[src/rtl/issue_unit_pkg.sv]
// Shared issue-stage definitions: unit latencies, unit selector and divider FSM states.
package issue_unit_pkg;

    localparam int INT_LAT      = 1;
    localparam int LS_LAT       = 1;
    localparam int DEF_MULT_LAT = 4;
    localparam int DEF_DIV_LAT  = 7;

    typedef enum logic [1:0] {
        UNIT_INT,
        UNIT_LS,
        UNIT_MULT,
        UNIT_DIV
    } unit_e;

    typedef enum logic {
        DIV_IDLE,
        DIV_BUSY
    } div_state_e;

    // Divider countdown width: enough to hold the latency, never below 3 bits.
    function automatic int div_cnt_width(input int lat);
        return ($clog2(lat + 1) < 3) ? 3 : $clog2(lat + 1);
    endfunction

endpackage

[src/rtl/cdb_reservation.sv]
// CDB reservation shift register: bit i set means the bus is claimed i cycles from now.
module cdb_reservation #(
    parameter int WIDTH   = 8,
    parameter int NUM_CHK = 4,
    parameter int LW      = $clog2(WIDTH)
) (
    input  logic                          clk,
    input  logic                          rst_n,
    input  logic [NUM_CHK-1:0][LW-1:0]    chk_lat,
    output logic [NUM_CHK-1:0]            chk_free,
    input  logic                          ins_en,
    input  logic [LW-1:0]                 ins_lat,
    output logic [WIDTH-1:0]              res
);

    logic [WIDTH-1:0] ins_mask;

    // A result issued now with latency L is L-1 cycles away once this edge has passed.
    always_comb begin
        ins_mask = '0;
        if (ins_en)
            ins_mask = WIDTH'(1) << (ins_lat - LW'(1));
    end

    always_comb begin
        chk_free = '0;
        for (int k = 0; k < NUM_CHK; k++)
            chk_free[k] = ~res[chk_lat[k]];
    end

    always_ff @(posedge clk or negedge rst_n) begin
        if (!rst_n)
            res <= '0;
        else
            res <= (res >> 1) | ins_mask;
    end

endmodule

[src/rtl/issue_unit.sv]
// Issue-stage scheduler: grants at most one ready queue per cycle without CDB collisions.
module issue_unit
    import issue_unit_pkg::*;
#(
    parameter int MULT_LAT = DEF_MULT_LAT,
    parameter int DIV_LAT  = DEF_DIV_LAT
) (
    input  logic             clk,
    input  logic             rst_n,
    input  logic             int_ready,
    input  logic             ls_ready,
    input  logic             mult_ready,
    input  logic             div_ready,
    input  logic             flush,
    output logic             issue_int,
    output logic             issue_ls,
    output logic             issue_mult,
    output logic             issue_div,
    output logic             div_busy,
    output logic [DIV_LAT:0] cdb_res
);

    localparam int RW = DIV_LAT + 1;
    localparam int LW = $clog2(RW);
    localparam int CW = div_cnt_width(DIV_LAT);

    localparam logic [LW-1:0] L_INT  = LW'(INT_LAT);
    localparam logic [LW-1:0] L_LS   = LW'(LS_LAT);
    localparam logic [LW-1:0] L_MULT = LW'(MULT_LAT);
    localparam logic [LW-1:0] L_DIV  = LW'(DIV_LAT);

    logic [3:0][LW-1:0] chk_lat;
    logic [3:0]         slot_free;
    logic [LW-1:0]      ins_lat;
    logic               gnt_valid;
    unit_e              gnt_unit;
    logic               can_issue;
    logic               elig_int, elig_ls, elig_mult, elig_div;
    logic               rr;
    div_state_e         div_state, div_state_next;
    logic [CW-1:0]      div_cnt, div_cnt_next;

    assign chk_lat = {L_DIV, L_MULT, L_LS, L_INT};

    cdb_reservation #(
        .WIDTH   (RW),
        .NUM_CHK (4),
        .LW      (LW)
    ) u_res (
        .clk      (clk),
        .rst_n    (rst_n),
        .chk_lat  (chk_lat),
        .chk_free (slot_free),
        .ins_en   (gnt_valid),
        .ins_lat  (ins_lat),
        .res      (cdb_res)
    );

    // Grants stay low while reset is held so every output reads zero during reset.
    assign can_issue = rst_n & ~flush;
    assign elig_int  = int_ready  & slot_free[0] & can_issue;
    assign elig_ls   = ls_ready   & slot_free[1] & can_issue;
    assign elig_mult = mult_ready & slot_free[2] & can_issue;
    assign elig_div  = div_ready  & slot_free[3] & can_issue & ~div_busy;

    always_comb begin
        gnt_valid = 1'b1;
        gnt_unit  = UNIT_INT;
        if (elig_div)
            gnt_unit = UNIT_DIV;
        else if (elig_mult)
            gnt_unit = UNIT_MULT;
        else if (elig_int && elig_ls)
            gnt_unit = rr ? UNIT_LS : UNIT_INT;
        else if (elig_int)
            gnt_unit = UNIT_INT;
        else if (elig_ls)
            gnt_unit = UNIT_LS;
        else
            gnt_valid = 1'b0;
    end

    always_comb begin
        issue_int  = gnt_valid && (gnt_unit == UNIT_INT);
        issue_ls   = gnt_valid && (gnt_unit == UNIT_LS);
        issue_mult = gnt_valid && (gnt_unit == UNIT_MULT);
        issue_div  = gnt_valid && (gnt_unit == UNIT_DIV);
        case (gnt_unit)
            UNIT_LS:   ins_lat = L_LS;
            UNIT_MULT: ins_lat = L_MULT;
            UNIT_DIV:  ins_lat = L_DIV;
            default:   ins_lat = L_INT;
        endcase
    end

    // The pointer only moves when int and ls actually contended and one of them won.
    always_ff @(posedge clk or negedge rst_n) begin
        if (!rst_n)
            rr <= 1'b0;
        else if (issue_int && elig_ls)
            rr <= 1'b1;
        else if (issue_ls && elig_int)
            rr <= 1'b0;
    end

    always_ff @(posedge clk or negedge rst_n) begin
        if (!rst_n) begin
            div_state <= DIV_IDLE;
            div_cnt   <= '0;
        end else begin
            div_state <= div_state_next;
            div_cnt   <= div_cnt_next;
        end
    end

    // Leaving BUSY as the count hits zero frees the divider in its result's CDB cycle.
    always_comb begin
        div_state_next = div_state;
        div_cnt_next   = div_cnt;
        case (div_state)
            DIV_IDLE: begin
                if (issue_div) begin
                    div_state_next = DIV_BUSY;
                    div_cnt_next   = CW'(DIV_LAT - 1);
                end
            end
            DIV_BUSY: begin
                div_cnt_next = div_cnt - CW'(1);
                if (div_cnt == CW'(1))
                    div_state_next = DIV_IDLE;
            end
            default: div_state_next = DIV_IDLE;
        endcase
    end

    always_comb begin
        div_busy = (div_state == DIV_BUSY);
    end

endmodule
[config.mk]
export PLATFORM = sky130hd
export DESIGN_NAME = issue_unit
export DESIGN_NICKNAME = d
export VERILOG_FILES = /design/src/rtl/issue_unit_pkg.sv /design/src/rtl/cdb_reservation.sv /design/src/rtl/issue_unit.sv
export SDC_FILE = /design/constraint.sdc
export NUM_CORES = 1
export LEC_CHECK = 0
export BUFFER_PORTS_ARGS = -buffer_cell sky130_fd_sc_hd__buf_2
export CAP_MARGIN = 5
export CORE_AREA = 2 2 39 41
export CTS_BUF_LIST = sky130_fd_sc_hd__clkbuf_8 sky130_fd_sc_hd__clkbuf_16
export DETAILED_ROUTE_END_ITERATION = 8
export DIE_AREA = 0 0 41 43
export PLACE_DENSITY = 0.7
export REMOVE_ABC_BUFFERS = 1
export SYNTH_ARGS = -nofsm -noshare
export SYNTH_HDL_FRONTEND = slang
export SYNTH_SLANG_ARGS = --single-unit
[constraint.sdc]
create_clock -name clk -period 2.7 [get_ports clk]
set_input_delay 0.675 -clock clk [delete_from_list [all_inputs] [get_ports clk]]
set_output_delay 0.675 -clock clk [all_outputs]
set_load 0.01 [all_outputs]
==> report_table.html <==
<table>
<tr><th>Metric</th><th>Value</th></tr>
<tr><th colspan="2">Synthesis</th></tr>
<tr><td>Number of standard cells after synthesis</td><td>50</td></tr>
<tr><td>Flops &amp; latches, synth</td><td>13</td></tr>
<tr><td>Number of unique standard cell types used by synthesis</td><td>25</td></tr>
<tr><td>Area of the mapped netlist</td><td>around 570 µm²</td></tr>
<tr><td>Proportion of synthesized flip-flops having asynchronous set or reset</td><td>1.00</td></tr>
<tr><td>Number of enable flip-flop cells after synthesis</td><td>0</td></tr>
<tr><td>Dominant register cell in the synthesized netlist</td><td>sky130_fd_sc_hd__dfrtp_1</td></tr>
<tr><td>Number of warning messages in the yosys log</td><td>0</td></tr>
<tr><td>Syn Area/Cell</td><td>11.5 µm²</td></tr>
<tr><td>Register area share after synthesis</td><td>0.568</td></tr>
<tr><th colspan="2">Detailed routing</th></tr>
<tr><td>Number of DRC markers in iteration 0</td><td>2</td></tr>
<tr><td>Average vias per placed instance</td><td>~4.8</td></tr>
<tr><td>Vias</td><td>between 400 and 500</td></tr>
<tr><td>Routed wire per std cell</td><td>around 11 µm</td></tr>
<tr><td>Count of antenna-violating nets left after detailed routing</td><td>0</td></tr>
<tr><td>Number of search-and-repair iterations in the first detailed-routing pass</td><td>2</td></tr>
<tr><td>DRC violation count after routing</td><td>0</td></tr>
<tr><td>Final wirelength</td><td>around 980 µm</td></tr>
<tr><th colspan="2">Critical path</th></tr>
<tr><td>Startpoint-to-endpoint class of the critical path</td><td>input port to output pin</td></tr>
<tr><td>Path depth of the worst reg2reg path</td><td>3</td></tr>
<tr><td>Data arrival time of the critical path</td><td>roughly 1600 ps</td></tr>
<tr><td>Reg-to-reg endpoint</td><td>u_res.res[3]$_DFF_PN0_</td></tr>
<tr><td>Top delay family on crit path</td><td>simple AND/OR/NAND/NOR gates</td></tr>
<tr><td>Critical path startpoint</td><td>flush</td></tr>
<tr><td>Delay of the slowest cell on the worst path</td><td>330 ps</td></tr>
<tr><td>Type of destination of the critical path</td><td>output pin</td></tr>
<tr><td>Reg2reg start</td><td>div_busy$_DFF_PN0_</td></tr>
<tr><td>Worst Path Required</td><td>slightly above 2000 ps</td></tr>
<tr><td>Most frequent cell on the critical path</td><td>sky130_fd_sc_hd__buf_2</td></tr>
<tr><td>CP Buf/Inv Count</td><td>2</td></tr>
<tr><td>Crit path max-delay cell type</td><td>sky130_fd_sc_hd__nor4_1</td></tr>
<tr><td>CP Max Fanout</td><td>4</td></tr>
<tr><td>Reg-to-reg slack, setup</td><td>1480 ps</td></tr>
<tr><td>Startpoint kind of the worst setup timing path</td><td>input port</td></tr>
<tr><td>Chain of cells forming the critical path</td><td>buf_2, nand2b_1, nor4_1, and3_1, buf_2</td></tr>
<tr><th colspan="2">GRT</th></tr>
<tr><td>Combined global-route utilization of all metal layers</td><td>0.128</td></tr>
<tr><td>Initial antenna violation count</td><td>0</td></tr>
<tr><td>Global-route congestion overflow total</td><td>0</td></tr>
<tr><td>Largest net degree at the start of global routing</td><td>15</td></tr>
<tr><td>First-pass GRT wire length</td><td>1460 µm</td></tr>
<tr><td>Vias in the first global route</td><td>391</td></tr>
<tr><th colspan="2">Worst hold path</th></tr>
<tr><td>Hold Path End</td><td>u_res.res[2]$_DFF_PN0_</td></tr>
<tr><td>Instance count along the most critical hold path</td><td>0</td></tr>
<tr><td>Worst Min Path Start</td><td>u_res.res[3]$_DFF_PN0_</td></tr>
<tr><td>Class of the tightest hold or removal check</td><td>flip-flop to flip-flop</td></tr>
<tr><th colspan="2">Power and ir drop</th></tr>
<tr><td>Net Sw Frac</td><td>0.302</td></tr>
<tr><td>Share of total power in the clock network</td><td>0.277</td></tr>
<tr><td>Power dissipated by switching net loads</td><td>0.183 mW</td></tr>
<tr><td>Internal Dissipation</td><td>0.423 mW</td></tr>
<tr><td>Share of power burned in registers</td><td>0.468</td></tr>
<tr><td>Final total power</td><td>0.605 mW</td></tr>
<tr><td>Power Dens Cells</td><td>834 nW/µm²</td></tr>
<tr><td>Max rail drop VDD</td><td>approximately 0.46 mV</td></tr>
<tr><td>Leakage component of the power</td><td>0.380 nW</td></tr>
<tr><td>Part of the power in combinational logic</td><td>0.256</td></tr>
<tr><th colspan="2">Timing</th></tr>
<tr><td>Number of max-slew violations in the final report</td><td>0</td></tr>
<tr><td>Setup total negative slack</td><td>0 ps</td></tr>
<tr><td>Final count of hold timing violations</td><td>0</td></tr>
<tr><td>Finish-stage setup viols</td><td>0</td></tr>
<tr><td>Max Freq</td><td>436 MHz</td></tr>
<tr><td>Share of the cycle needed by the critical path after routing</td><td>0.849</td></tr>
<tr><td>Worst clock skew</td><td>3.43 ps</td></tr>
<tr><td>Setup repair after global routing missed its margin</td><td>no</td></tr>
<tr><td>Clock period minus worst slack</td><td>roughly 2300 ps</td></tr>
<tr><td>PnR worst setup slack</td><td>408 ps</td></tr>
<tr><td>Final Hold Slack</td><td>roughly 370 ps</td></tr>
<tr><th colspan="2">Clock tree</th></tr>
<tr><td>Number of clock buffers inserted by TritonCTS</td><td>3</td></tr>
<tr><td>Count of hold buffers inserted by post-cts repair</td><td>0</td></tr>
<tr><td>Sinks on Clock Net</td><td>13</td></tr>
<tr><td>Clk Latency, worst-skew pair</td><td>240 ps</td></tr>
<tr><td>Resized cells post-CTS</td><td>0</td></tr>
<tr><td>H-tree Lvls</td><td>1</td></tr>
<tr><td>Root buffer cell</td><td>sky130_fd_sc_hd__clkbuf_8</td></tr>
<tr><td>Worst-case clock buffer depth</td><td>2</td></tr>
<tr><td>Clock-pin slew reported for the worst setup and hold paths after clock tree synthesis</td><td>50 ps</td></tr>
<tr><td>TritonCTS clock tree</td><td>done</td></tr>
<tr><td>Number of buffers inserted by post-CTS setup repair</td><td>0</td></tr>
<tr><th colspan="2">Layout</th></tr>
<tr><td>Number of antenna diodes</td><td>0</td></tr>
<tr><td>Net total in the final layout</td><td>80</td></tr>
<tr><td>Final Core Density</td><td>0.524</td></tr>
<tr><td>Synthesis-to-layout area growth</td><td>26.6%</td></tr>
<tr><td>Fin cells</td><td>86</td></tr>
<tr><td>Fin area</td><td>726 µm²</td></tr>
<tr><td>Highest-count cells in the layout ignoring fill and taps</td><td>19 x sky130_fd_sc_hd__buf_2, 13 x sky130_fd_sc_hd__dfrtp_1, 5 x sky130_fd_sc_hd__inv_1</td></tr>
<tr><td>Most common cell after layout, fill and taps aside</td><td>sky130_fd_sc_hd__buf_2</td></tr>
<tr><td>Layout cells sized above 1</td><td>0.386</td></tr>
<tr><th colspan="2">Placed design</th></tr>
<tr><td>GP Congestion</td><td>0.635</td></tr>
<tr><td>Number of port buffers</td><td>19</td></tr>
<tr><td>Post-placement worst setup slack</td><td>413 ps</td></tr>
<tr><td>Post-detailed-placement cell area</td><td>around 700 µm²</td></tr>
<tr><td>Post-DP HPWL</td><td>roughly 760 µm</td></tr>
<tr><td>Instance count after placement with tap cells included</td><td>82</td></tr>
<tr><th colspan="2">Floorplan</th></tr>
<tr><td>Ports</td><td>20</td></tr>
<tr><td>Core Box Area</td><td>1380 µm²</td></tr>
<tr><td>Initial standard-cell utilization of the core</td><td>0.414</td></tr>
<tr><td>Vert. Die Dim</td><td>43 µm</td></tr>
<tr><td>Die width</td><td>between 40 and 50 µm</td></tr>
<tr><td>Die area</td><td>~1800 µm²</td></tr>
<tr><td>Core Rows</td><td>14</td></tr>
<tr><th colspan="2">Status</th></tr>
<tr><td>Run status</td><td>finished clean</td></tr>
<tr><th colspan="2">Flow run</th></tr>
<tr><td>Max_cap viols</td><td>0</td></tr>
</table>
layout make-up:
type / count / area, µm²
inverters: 4 / 15.0
clock inverters: 1 / 3.75
fillers: 125 / 658
well taps: 16 / 20.0
repair buffers: 20 / 103
flip-flops and latches: 13 / 325
multi-input cells: 29 / 218
clock buffers: 3 / 41.3
power by group through the flow:
stage	clock (mW)	combinational [mW]	sequential, mW
finish	0.167	0.155	0.283
global route	0.177	0.173	0.289
CTS	0.171	0.159	0.283
detailed placement	0	0.158	0.286
global placement	0	0.151	0.285
floorplan	0	0.102	0.287
Yosys cell counts (all sizes together) (2+ instances only):
cell type | instances | area [µm²]
and3 | 2 | 12.5
nand2b | 3 | 18.8
nor4 | 2 | 18.8
nor2 | 3 | 11.3
nand2 | 2 | 7.51
inv | 4 | 15.0
dfrtp | 13 | 325
ha | 2 | 25.0
clkbuf | 4 | 15.0
logic make-up after synthesis:
logic type / Yosys count / share of synthesized area
AOI/OAI and AO/OA: 4 / 0.0524
xor gates and xnor gates: 2 / 0.0306
adders and majority gates: 2 / 0.0437
buffers and inverters: 8 / 0.0524
DFF: 13 / 0.568
muxes: 1 / 0.0196
other: 1 / 0.00654
and+or+nand+nor: 19 / 0.227
how the worst max path moves through the flow:
stage          cells past startpoint  slack (ps)         to
2_1_floorplan                      3         670  issue_int
3_3_place_gp                       5         440  issue_int
3_5_place_dp                       5         410  issue_int
4_1_cts                            5         410  issue_int
5_1_grt                            5         320   issue_ls
6_report                           5         410  issue_int
routing by layer:
| layer | track usage | vias to the layer above | share of wire |
|---|---|---|---|
| li1 | - | 203 | - |
| met3 | 0.0471 | 2 | 0.085 |
| met5 | 0 | - | 0 |
| met1 | 0.151 | 190 | 0.45 |
| met2 | 0.188 | 17 | 0.45 |
| met4 | 0.0800 | 0 | 0.011 |
flip-flops by register name, summed over array words and instances (netlist names):
register / flops
u_res.res: 8
div_cnt: 3
div_busy: 1
rr: 1
Power figures use the tool's default switching activity.
